==> src/rtl/p_mul_seq_if.sv <==
// Operand/result handshake bundle for the sequential packed multiplier.
// The master side issues operands and consumes results; the slave side is the multiplier.
interface p_mul_seq_if;
    logic        in_valid;
    logic        in_ready;
    logic [31:0] lhs;
    logic [31:0] rhs;
    logic [4:0]  pw;
    logic        clmul;
    logic        out_valid;
    logic        out_ready;
    logic [31:0] result_lo;
    logic [31:0] result_hi;

    modport master (
        output in_valid, lhs, rhs, pw, clmul, out_ready,
        input  in_ready, out_valid, result_lo, result_hi
    );

    modport slave (
        input  in_valid, lhs, rhs, pw, clmul, out_ready,
        output in_ready, out_valid, result_lo, result_hi
    );
endinterface

==> src/rtl/p_mul_seq.sv <==
// Sequential packed multiplier: one multiplier bit per cycle per lane, full 2w-bit lane products.
// Define P_MUL_SEQ_CLMUL_EN to build the carry-less (XOR) multiply mode selected by clmul.
module p_mul_seq (
    input  logic       g_clk,
    input  logic       g_rst,
    p_mul_seq_if.slave bus
);
    typedef enum logic [1:0] {IDLE = 2'd0, BUSY = 2'd1, DONE = 2'd2} state_t;

    state_t      state_reg, state_next;
    logic [4:0]  count_reg, count_next;
    logic [2:0]  wsel_reg, wsel_next;
    logic [31:0] lhs_reg, lhs_next;
    logic [63:0] acc_reg, acc_next;
`ifdef P_MUL_SEQ_CLMUL_EN
    logic        clmul_reg, clmul_next;
`else
    logic        unused_clmul;
    assign unused_clmul = bus.clmul;
`endif

    // Width select index: 0..4 maps to lane width 32 >> index.
    logic [2:0] wsel_in;
    logic [4:0] count_init;

    always_comb begin
        wsel_in = 3'd0;
        if (bus.pw[0])      wsel_in = 3'd0;
        else if (bus.pw[1]) wsel_in = 3'd1;
        else if (bus.pw[2]) wsel_in = 3'd2;
        else if (bus.pw[3]) wsel_in = 3'd3;
        else if (bus.pw[4]) wsel_in = 3'd4;
    end

    assign count_init = 5'((6'd32 >> wsel_in) - 6'd1);

    logic [4:0][63:0] load_acc;
    logic [4:0][63:0] step_acc;
    logic [4:0][31:0] res_lo;
    logic [4:0][31:0] res_hi;

    // Every lane of width W owns a 2W-bit field {hi, lo}; lo starts as the multiplier
    // and its LSB is the multiplier bit consumed by the current step.
    generate
        for (genvar gi = 0; gi < 5; gi++) begin : g_width
            localparam int W = 32 >> gi;
            for (genvar gj = 0; gj < 32 / W; gj++) begin : g_lane
                logic [2*W-1:0] field;
                logic [W-1:0]   addend;
                logic [W:0]     sum;

                assign field  = acc_reg[2*W*gj +: 2*W];
                assign addend = field[0] ? lhs_reg[W*gj +: W] : '0;
`ifdef P_MUL_SEQ_CLMUL_EN
                assign sum = clmul_reg ? {1'b0, field[2*W-1:W] ^ addend}
                                       : {1'b0, field[2*W-1:W]} + {1'b0, addend};
`else
                assign sum = {1'b0, field[2*W-1:W]} + {1'b0, addend};
`endif
                assign step_acc[gi][2*W*gj +: 2*W] = {sum, field[W-1:1]};
                assign load_acc[gi][2*W*gj +: 2*W] = {{W{1'b0}}, bus.rhs[W*gj +: W]};
                assign res_lo[gi][W*gj +: W]       = field[W-1:0];
                assign res_hi[gi][W*gj +: W]       = field[2*W-1:W];
            end
        end
    endgenerate

    always_comb begin
        state_next = state_reg;
        count_next = count_reg;
        wsel_next  = wsel_reg;
        lhs_next   = lhs_reg;
        acc_next   = acc_reg;
`ifdef P_MUL_SEQ_CLMUL_EN
        clmul_next = clmul_reg;
`endif
        case (state_reg)
            IDLE: begin
                if (bus.in_valid) begin
                    state_next = BUSY;
                    count_next = count_init;
                    wsel_next  = wsel_in;
                    lhs_next   = bus.lhs;
                    acc_next   = load_acc[wsel_in];
`ifdef P_MUL_SEQ_CLMUL_EN
                    clmul_next = bus.clmul;
`endif
                end
            end
            BUSY: begin
                acc_next = step_acc[wsel_reg];
                if (count_reg == 5'd0) state_next = DONE;
                else                   count_next = count_reg - 5'd1;
            end
            DONE: begin
                if (bus.out_ready) state_next = IDLE;
            end
            default: state_next = IDLE;
        endcase
    end

    always_ff @(posedge g_clk) begin
        if (g_rst) begin
            state_reg <= IDLE;
            count_reg <= 5'd0;
            wsel_reg  <= 3'd0;
            lhs_reg   <= 32'd0;
            acc_reg   <= 64'd0;
`ifdef P_MUL_SEQ_CLMUL_EN
            clmul_reg <= 1'b0;
`endif
        end else begin
            state_reg <= state_next;
            count_reg <= count_next;
            wsel_reg  <= wsel_next;
            lhs_reg   <= lhs_next;
            acc_reg   <= acc_next;
`ifdef P_MUL_SEQ_CLMUL_EN
            clmul_reg <= clmul_next;
`endif
        end
    end

    assign bus.in_ready  = (state_reg == IDLE) && !g_rst;
    assign bus.out_valid = (state_reg == DONE);
    assign bus.result_lo = res_lo[wsel_reg];
    assign bus.result_hi = res_hi[wsel_reg];
endmodule

==> src/flat_wrapper.sv <==
// flat-port wrapper written by rule: the top's interface ports become plain ports
module p_mul_seq_flat 
  (g_clk, g_rst, bus_in_valid, bus_lhs, bus_rhs, bus_pw, bus_clmul, bus_out_ready, bus_in_ready, bus_out_valid, bus_result_lo, bus_result_hi);
  p_mul_seq_if bus_i ();
  input  logic g_clk;
  input  logic g_rst;
  input wire logic [$bits(bus_i.in_valid)-1:0] bus_in_valid;
  input wire logic [$bits(bus_i.lhs)-1:0] bus_lhs;
  input wire logic [$bits(bus_i.rhs)-1:0] bus_rhs;
  input wire logic [$bits(bus_i.pw)-1:0] bus_pw;
  input wire logic [$bits(bus_i.clmul)-1:0] bus_clmul;
  input wire logic [$bits(bus_i.out_ready)-1:0] bus_out_ready;
  output wire logic [$bits(bus_i.in_ready)-1:0] bus_in_ready;
  output wire logic [$bits(bus_i.out_valid)-1:0] bus_out_valid;
  output wire logic [$bits(bus_i.result_lo)-1:0] bus_result_lo;
  output wire logic [$bits(bus_i.result_hi)-1:0] bus_result_hi;
  assign bus_i.in_valid = bus_in_valid;
  assign bus_i.lhs = bus_lhs;
  assign bus_i.rhs = bus_rhs;
  assign bus_i.pw = bus_pw;
  assign bus_i.clmul = bus_clmul;
  assign bus_i.out_ready = bus_out_ready;
  assign bus_in_ready = bus_i.in_ready;
  assign bus_out_valid = bus_i.out_valid;
  assign bus_result_lo = bus_i.result_lo;
  assign bus_result_hi = bus_i.result_hi;
  p_mul_seq u_core (.g_clk(g_clk), .g_rst(g_rst), .bus(bus_i));
endmodule
==> config.mk <==
export PLATFORM = sky130hd
export DESIGN_NAME = p_mul_seq_flat
export DESIGN_NICKNAME = d
export VERILOG_FILES = /design/src/rtl/p_mul_seq_if.sv /design/src/rtl/p_mul_seq.sv /design/src/flat_wrapper.sv
export SDC_FILE = /design/constraint.sdc
export NUM_CORES = 1
export LEC_CHECK = 0
export BUFFER_PORTS_ARGS = -buffer_cell sky130_fd_sc_hd__buf_2
export CAP_MARGIN = 20
export CORE_ASPECT_RATIO = 1.1
export CORE_UTILIZATION = 49
export CTS_CLUSTER_DIAMETER = 50
export CTS_CLUSTER_SIZE = 30
export DETAILED_ROUTE_END_ITERATION = 8
export HOLD_SLACK_MARGIN = 0.02
export PLACE_DENSITY = 0.68
export SYNTH_ARGS = -nofsm -noshare
export SYNTH_HDL_FRONTEND = slang
export SYNTH_SLANG_ARGS = --single-unit
==> constraint.sdc <==
create_clock -name g_clk -period 5.54 [get_ports g_clk]
set_input_delay 0.277 -clock g_clk [delete_from_list [all_inputs] [get_ports g_clk]]
set_output_delay 0.277 -clock g_clk [all_outputs]
set_load 0.005 [all_outputs]
==> impl_metrics.json, run 1 <==
{
  "cts_root_buf": "clkbuf_16",
  "min_from": "bus_lhs[27]",
  "p_clk_share_pct": 22.4,
  "avgSynthCellArea_sq_um": 7.07,
  "hold_path.class": "in -> reg",
  "period_minus_slack_ns": 4.69,
  "place_area_sq_mm": 0.0160,
  "status": "finished, final reports clean",
  "layout.area.seq_sq_mm": 0.00213,
  "cp.required_ns": 5.80,
  "fp.dieW_um": 170,
  "sequentialPowerShare_pct": 34.8,
  "crit_type": "reg -> reg",
  "worst_slew_pin_slew_ns": 1.05,
  "cellLeakagePower_uw": 0.00675,
  "cts_tree": "built",
  "ant_nets": 0,
  "drive_gt1_share_pct": 10.9,
  "layout.nets": 2358,
  "fin_crit_sh_pct": 84.6,
  "final-hold-violation-count": 0,
  "cts_setup_buffers": 0,
  "pre_cts_ws_ns": 1.06,
  "die_area_sq_mm": 0.0317,
  "synth_warnings": 0,
  "critical_path_arrival_ns": 4.95,
  "power.density_mw_per_mm2": 203,
  "startpoint": "u_core.acc_reg[0]$_SDFFE_PP0P_",
  "clk_pin_slew_worst_paths_ns": 0.10,
  "synth_cell_type_count": 86,
  "largest_register_ffs": 64,
  "rsz0062_at_grt": "false",
  "synth_edf_count": 0,
  "cp_max_fo": 29,
  "critPathLaunchType": "flip-flop",
  "crit_path_end_kind": "flip-flop",
  "fin_setup_tns_ns": 0,
  "synth_seq_area_share_pct": 14.0,
  "pin_count": 140,
  "fmax_mhz": 213,
  "cts_buffers": 9,
  "fin_cells": 2567,
  "gp_congestion": 1.02,
  "clock_path_buffers": 2,
  "ys_seq_elements": 106,
  "netlist_instances": 2148,
  "areaGrowthSynthToFinish_pct": 7.36,
  "peakVddDrop_v": 0.000236,
  "power_switching_uw": 1610,
  "num_rows": 67,
  "insertion_delay_ns": 0.41,
  "firstDrtPassIters": 9,
  "fin_area_sq_mm": 0.0163,
  "drc": 0,
  "synthFlopType": "dfxtp_1",
  "clock_skew_ns": 0.0189,
  "holdBufCountCts": 0,
  "synth_area_leaders": "dfxtp_1 (14%), ha_1 (9.1%), a21oi_1 (7.1%)",
  "netSwitchingFraction_pct": 48.7,
  "setup_ws_ns": 0.854,
  "overflow": 0,
  "via_per_inst": 6.95,
  "core-area_sq_mm": 0.0305,
  "cts-resized-gates": 0,
  "dr.first_iter.drc_count": 2617,
  "wl_per_cell_um": 25.8,
  "antenna_found_initial": 2,
  "synth_top_area_cell": "dfxtp_1",
  "relSlewSlack_pct": 30.3,
  "fillers": 3104,
  "synth_top_area_share_pct": 14.0,
  "async_reset_ff_share_pct": 0,
  "start_util_pct": 49.8,
  "htree_levels": 3,
  "die_h_um": 187,
  "max_cap_viol_count": 0,
  "multi_input_area_sq_mm": 0.0121,
  "clkSinkCount": 106,
  "r2r_start": "u_core.acc_reg[0]$_SDFFE_PP0P_",
  "finalSetupViolations": 0,
  "drt-total-wl_mm": 66.3,
  "portBuffers": 138,
  "grt_max_degree": 72,
  "syn_nets": 2359,
  "post-dp-hpwl_mm": 47.8,
  "place_inst": 2550,
  "grt_pass1_vias": 16700,
  "grt_pass1_wl_mm": 100,
  "p_int_uw": 1700,
  "grt_usage_pct": 41.6,
  "comb_power_share_pct": 42.8,
  "route.vias.total": 17800,
  "syn-cell-area_sq_mm": 0.0152,
  "slew_viol_final": 0
}
## stage by stage
step | utilization [%] | hold WS [ns] | power [uW]
2_1_floorplan | - | 0.413 | 1970
3_3_place_gp | 52.4 | 0.444 | 2490
3_5_place_dp | 52.5 | 0.447 | 2520
4_1_cts | 53.5 | 0.0912 | 3250
5_1_grt | 53.5 | 0.108 | 3450
6_report | 53.5 | 0.0920 | 3320
## worst max-delay path: stages (launching register included)
cell      delay [ns]
dfxtp_4         0.61
and2_1          0.36
ha_1            0.34
maj3_1          0.22
o22a_1          0.24
o21ai_1         0.14
a211oi_1        0.65
a221oi_1        0.41
nor4_1          0.55
a311oi_1        0.22
nor3_1          0.42
mux2i_1         0.25
o311ai_1        0.12
## cell families after synthesis
logic type	share of synthesized area [%]
xor+xnor	6.80
buf+inv	6.41
flops	14.0
compound gates	33.9
simple gates	21.5
mux	3.05
fa+ha+maj	14.3
## routing by layer
metal | GRT usage, % | part of all wire (%)
met1 | 54.8 | 38
met2 | 60.6 | 42
met3 | 8.48 | 12
met4 | 28.2 | 7.2
met5 | 0 | 0.012
## path summary, 6_finish.rpt
check                           slack [ns]  cells past startpoint                              end
worst max register to register        0.85                     12  u_core.acc_reg[62]$_SDFFE_PP0P_
worst min-delay path                  0.09                      3  u_core.lhs_reg[27]$_SDFFE_PP0P_
worst max-delay path                  0.85                     12  u_core.acc_reg[62]$_SDFFE_PP0P_
worst min register to register        0.46                      2   u_core.lhs_reg[0]$_SDFFE_PP0P_
## synth_stat cells (all sizes together), types with 19 or more instances
library cell,count
o21bai,23
nor2b,23
maj3,25
a22oi,23
nand2,254
inv,59
o22ai,33
ha,110
fa,27
mux2i,35
clkbuf,143
a21oi,216
a32oi,20
dfxtp,106
buf,45
o211ai,19
a21o,43
nor2,152
nor3,38
nand3,53
and2,90
o21ai,157
a221oi,37
nand2b,36
xnor2,93
xor2,25
a211oi,35
a31oi,21
## final cells by class
cell class              count  area share, %
diodes                      1         0.0153
clock buffers               9           1.38
clock inverters             7          0.483
inverters                  60           1.38
multi-input cells        1794           74.4
flip-flops and latches    106           13.1
well taps                 414           3.18
repair buffers            176           6.10
## cell usage in the layout, fill, tap and decap left out, types with 38 or more instances in the layout
master,instances
a21o_1,43
a21oi_1,216
and2_1,85
buf_2,137
dfxtp_1,102
ha_1,110
inv_1,58
nand2_1,253
nand3_1,53
nor2_1,149
nor3_1,38
o21ai_0,149
xnor2_1,93
## power by group through the flow
stage                     sequential, uW  clock [uW]  combinational (uW)
after CTS                           1130         742                1370
after floorplan                      954           0                1010
after detailed placement            1150           0                1370
after global placement              1150           0                1340
after global routing                1170         764                1520
final                               1160         743                1420
Note: power is estimated with default switching activity, not from simulation.
==> inputs of run 2 (changes only) <==
--- a/config.mk
+++ b/config.mk
@@ -13,7 +13,7 @@
 export CTS_CLUSTER_SIZE = 30
 export DETAILED_ROUTE_END_ITERATION = 8
 export HOLD_SLACK_MARGIN = 0.02
-export PLACE_DENSITY = 0.68
+export PLACE_DENSITY = 0.7
 export SYNTH_ARGS = -nofsm -noshare
 export SYNTH_HDL_FRONTEND = slang
 export SYNTH_SLANG_ARGS = --single-unit
==> constraint.sdc (replaced) <==
create_clock -name g_clk -period 4.3 [get_ports g_clk]
set_input_delay 0.215 -clock g_clk [delete_from_list [all_inputs] [get_ports g_clk]]
set_output_delay 0.215 -clock g_clk [all_outputs]
set_load 0.005 [all_outputs]
==> run 2 against run 1 <==
Against the previous run: via count fell by 0.14%; total power rose by 30%; worst setup slack got worse by 0.66 ns; clock skew fell by 0.0040 ns.
==> impl_metrics.json, run 2 (same netlist as run 1, synthesis figures left out) <==
{
  "period_minus_slack_ns": 4.11,
  "cpMaxStageDelayCell": "a221oi_1",
  "cp.required_ns": 4.56,
  "peakVddDrop_v": 0.000369,
  "drt-total-wl_mm": 66.5,
  "firstDrtPassIters": 9,
  "cts_setup_buffers": 0,
  "cp_top_family": "compound AO/OA/AOI/OAI gates",
  "sequentialPowerShare_pct": 33.0,
  "cts_root_buf": "clkbuf_16",
  "p_clk_share_pct": 21.7,
  "hold_depth": 3,
  "insertion_delay_ns": 0.39,
  "portBuffers": 138,
  "largest_register_ffs": 64,
  "grt_usage_pct": 41.5,
  "fin_cells": 2600,
  "final-hold-violation-count": 0,
  "r2r_start": "u_core.acc_reg[0]$_SDFFE_PP0P_",
  "via_per_inst": 6.85,
  "crit_type": "reg -> reg",
  "fmax_mhz": 243,
  "finalSetupViolations": 0,
  "grt_pass1_vias": 16400,
  "hold_path.class": "in -> reg",
  "worst_slew_pin_slew_ns": 1.20,
  "place_inst": 2584,
  "path_cells": "and2_4 -> ha_4 -> maj3_1 -> o22a_1 -> o21ai_1 -> a211oi_1 -> buf_4 -> a221oi_1 -> nor4_1 -> a311oi_1 -> nor3_1 -> buf_4 -> mux2i_1 -> o311ai_1",
  "power_switching_uw": 2040,
  "reg2reg_slack_ns": 0.19,
  "dr.first_iter.drc_count": 2854,
  "cellLeakagePower_uw": 0.00691,
  "pin_count": 140,
  "holdBufCountCts": 0,
  "r2r_end": "u_core.acc_reg[62]$_SDFFE_PP0P_",
  "clk_pin_slew_worst_paths_ns": 0.09,
  "rsz0062_at_grt": "false",
  "cts_tree": "built",
  "clock_path_buffers": 2,
  "final_common_cell": "nand2_1",
  "slew_viol_final": 0,
  "layout.nets": 2392,
  "min_from": "bus_lhs[4]",
  "netSwitchingFraction_pct": 47.3,
  "reg2reg_depth": 14,
  "clock_skew_ns": 0.0148,
  "clkSinkCount": 106,
  "path_buf_inv": 2,
  "power.density_mw_per_mm2": 259,
  "cts_buffers": 9,
  "drive_gt1_share_pct": 12.5,
  "overflow": 0,
  "critPathMostFrequentCell": "buf_4",
  "num_rows": 67,
  "critical_path_arrival_ns": 4.37,
  "p_int_uw": 2270,
  "antennaDiodeCount": 0,
  "fin_setup_tns_ns": 0,
  "mostFrequentLayoutCells": "nand2_1 (253), a21oi_1 (216), nor2_1 (149), o21ai_0 (148), buf_2 (137)",
  "core-area_sq_mm": 0.0305,
  "grt_max_degree": 71,
  "fin_crit_sh_pct": 95.6,
  "drc": 0,
  "status": "finished, final reports clean",
  "fp.dieW_um": 170,
  "die_h_um": 187,
  "gp_congestion": 1.02,
  "antenna_found_initial": 0,
  "relSlewSlack_pct": 20.0,
  "crit_path_end_kind": "flip-flop",
  "critPathMaxStageDelay_ns": 0.84,
  "max_cap_viol_count": 0,
  "cts-resized-gates": 0,
  "htree_levels": 3,
  "route.vias.total": 17800,
  "wl_per_cell_um": 25.6,
  "post-dp-hpwl_mm": 48.6,
  "grt_pass1_wl_mm": 100,
  "ant_nets": 0,
  "start_util_pct": 49.8,
  "areaGrowthSynthToFinish_pct": 9.22,
  "cp_max_fo": 6,
  "die_area_sq_mm": 0.0317,
  "critPathLaunchType": "flip-flop",
  "hold_end": "u_core.lhs_reg[4]$_SDFFE_PP0P_",
  "comb_power_share_pct": 45.3
}
## run 2: cell types whose count changed in the layout (fill, tap and decap cells not counted), moves of 2 or more
cell | previous run | this run
inv_8 | 4 | 0
ha_1 | 110 | 108
buf_4 | 37 | 72
clkinvlp_4 | 0 | 2
## run 2: through the flow
stage                     setup WS [ns]  cell area (sq um)  hold WS [ns]  utilization, %  power, uW
after floorplan                 0.00739              15300         0.351               -       2550
after global placement            0.331              16300         0.448            53.4       3260
after detailed placement          0.239              16300         0.460            53.4       3290
after CTS                         0.211              16600        0.0491            54.4       4220
after global routing             0.0811              16600        0.0593            54.4       4470
final                             0.190              16600        0.0514            54.4       4300
## run 2: worst min-delay path: stages
cell     delay, ns
buf_2         0.09
nand2_1       0.04
a21oi_1       0.05
## run 2: cell type report
type,instances,area (sq um)
Fill cell,3072,13900
Multi-Input combinational cell,1794,12200
Sequential cell,106,2130
Timing Repair Buffer,210,1250
Tap cell,414,518
Clock buffer,10,229
Inverter,60,225
Clock inverter,6,67.6
## run 2: how the worst max path moves through the flow
| stage | cells past startpoint | endpoint | slack, ns | startpoint |
|---|---|---|---|---|
| 2_1_floorplan | 22 | u_core.acc_reg[59]$_SDFFE_PP0P_ | 0.007 | u_core.acc_reg[0]$_SDFFE_PP0P_ |
| 3_3_place_gp | 13 | u_core.acc_reg[63]$_SDFFE_PP0P_ | 0.33 | u_core.acc_reg[0]$_SDFFE_PP0P_ |
| 3_5_place_dp | 12 | u_core.acc_reg[63]$_SDFFE_PP0P_ | 0.24 | u_core.acc_reg[0]$_SDFFE_PP0P_ |
| 4_1_cts | 12 | u_core.acc_reg[63]$_SDFFE_PP0P_ | 0.21 | u_core.acc_reg[0]$_SDFFE_PP0P_ |
| 5_1_grt | 14 | u_core.acc_reg[62]$_SDFFE_PP0P_ | 0.08 | u_core.acc_reg[0]$_SDFFE_PP0P_ |
| 6_report | 14 | u_core.acc_reg[62]$_SDFFE_PP0P_ | 0.19 | u_core.acc_reg[0]$_SDFFE_PP0P_ |
## run 2: metal layers
| layer | vias to the layer above | wire length (um) | global-route usage [%] |
|---|---|---|---|
| met5 | - | 0 | 0 |
| met4 | 0 | 4790 | 26.9 |
| met3 | 296 | 8350 | 9.54 |
| met2 | 1284 | 28500 | 62.6 |
| met1 | 8264 | 24800 | 52.7 |
| li1 | 7959 | - | - |
## run 2: power by group through the flow
stage	registers (uW)	logic [uW]	clock network [uW]
2_1_floorplan	1230	1320	0
3_3_place_gp	1410	1850	0
3_5_place_dp	1420	1870	0
4_1_cts	1400	1880	936
5_1_grt	1430	2070	971
6_report	1420	1950	932
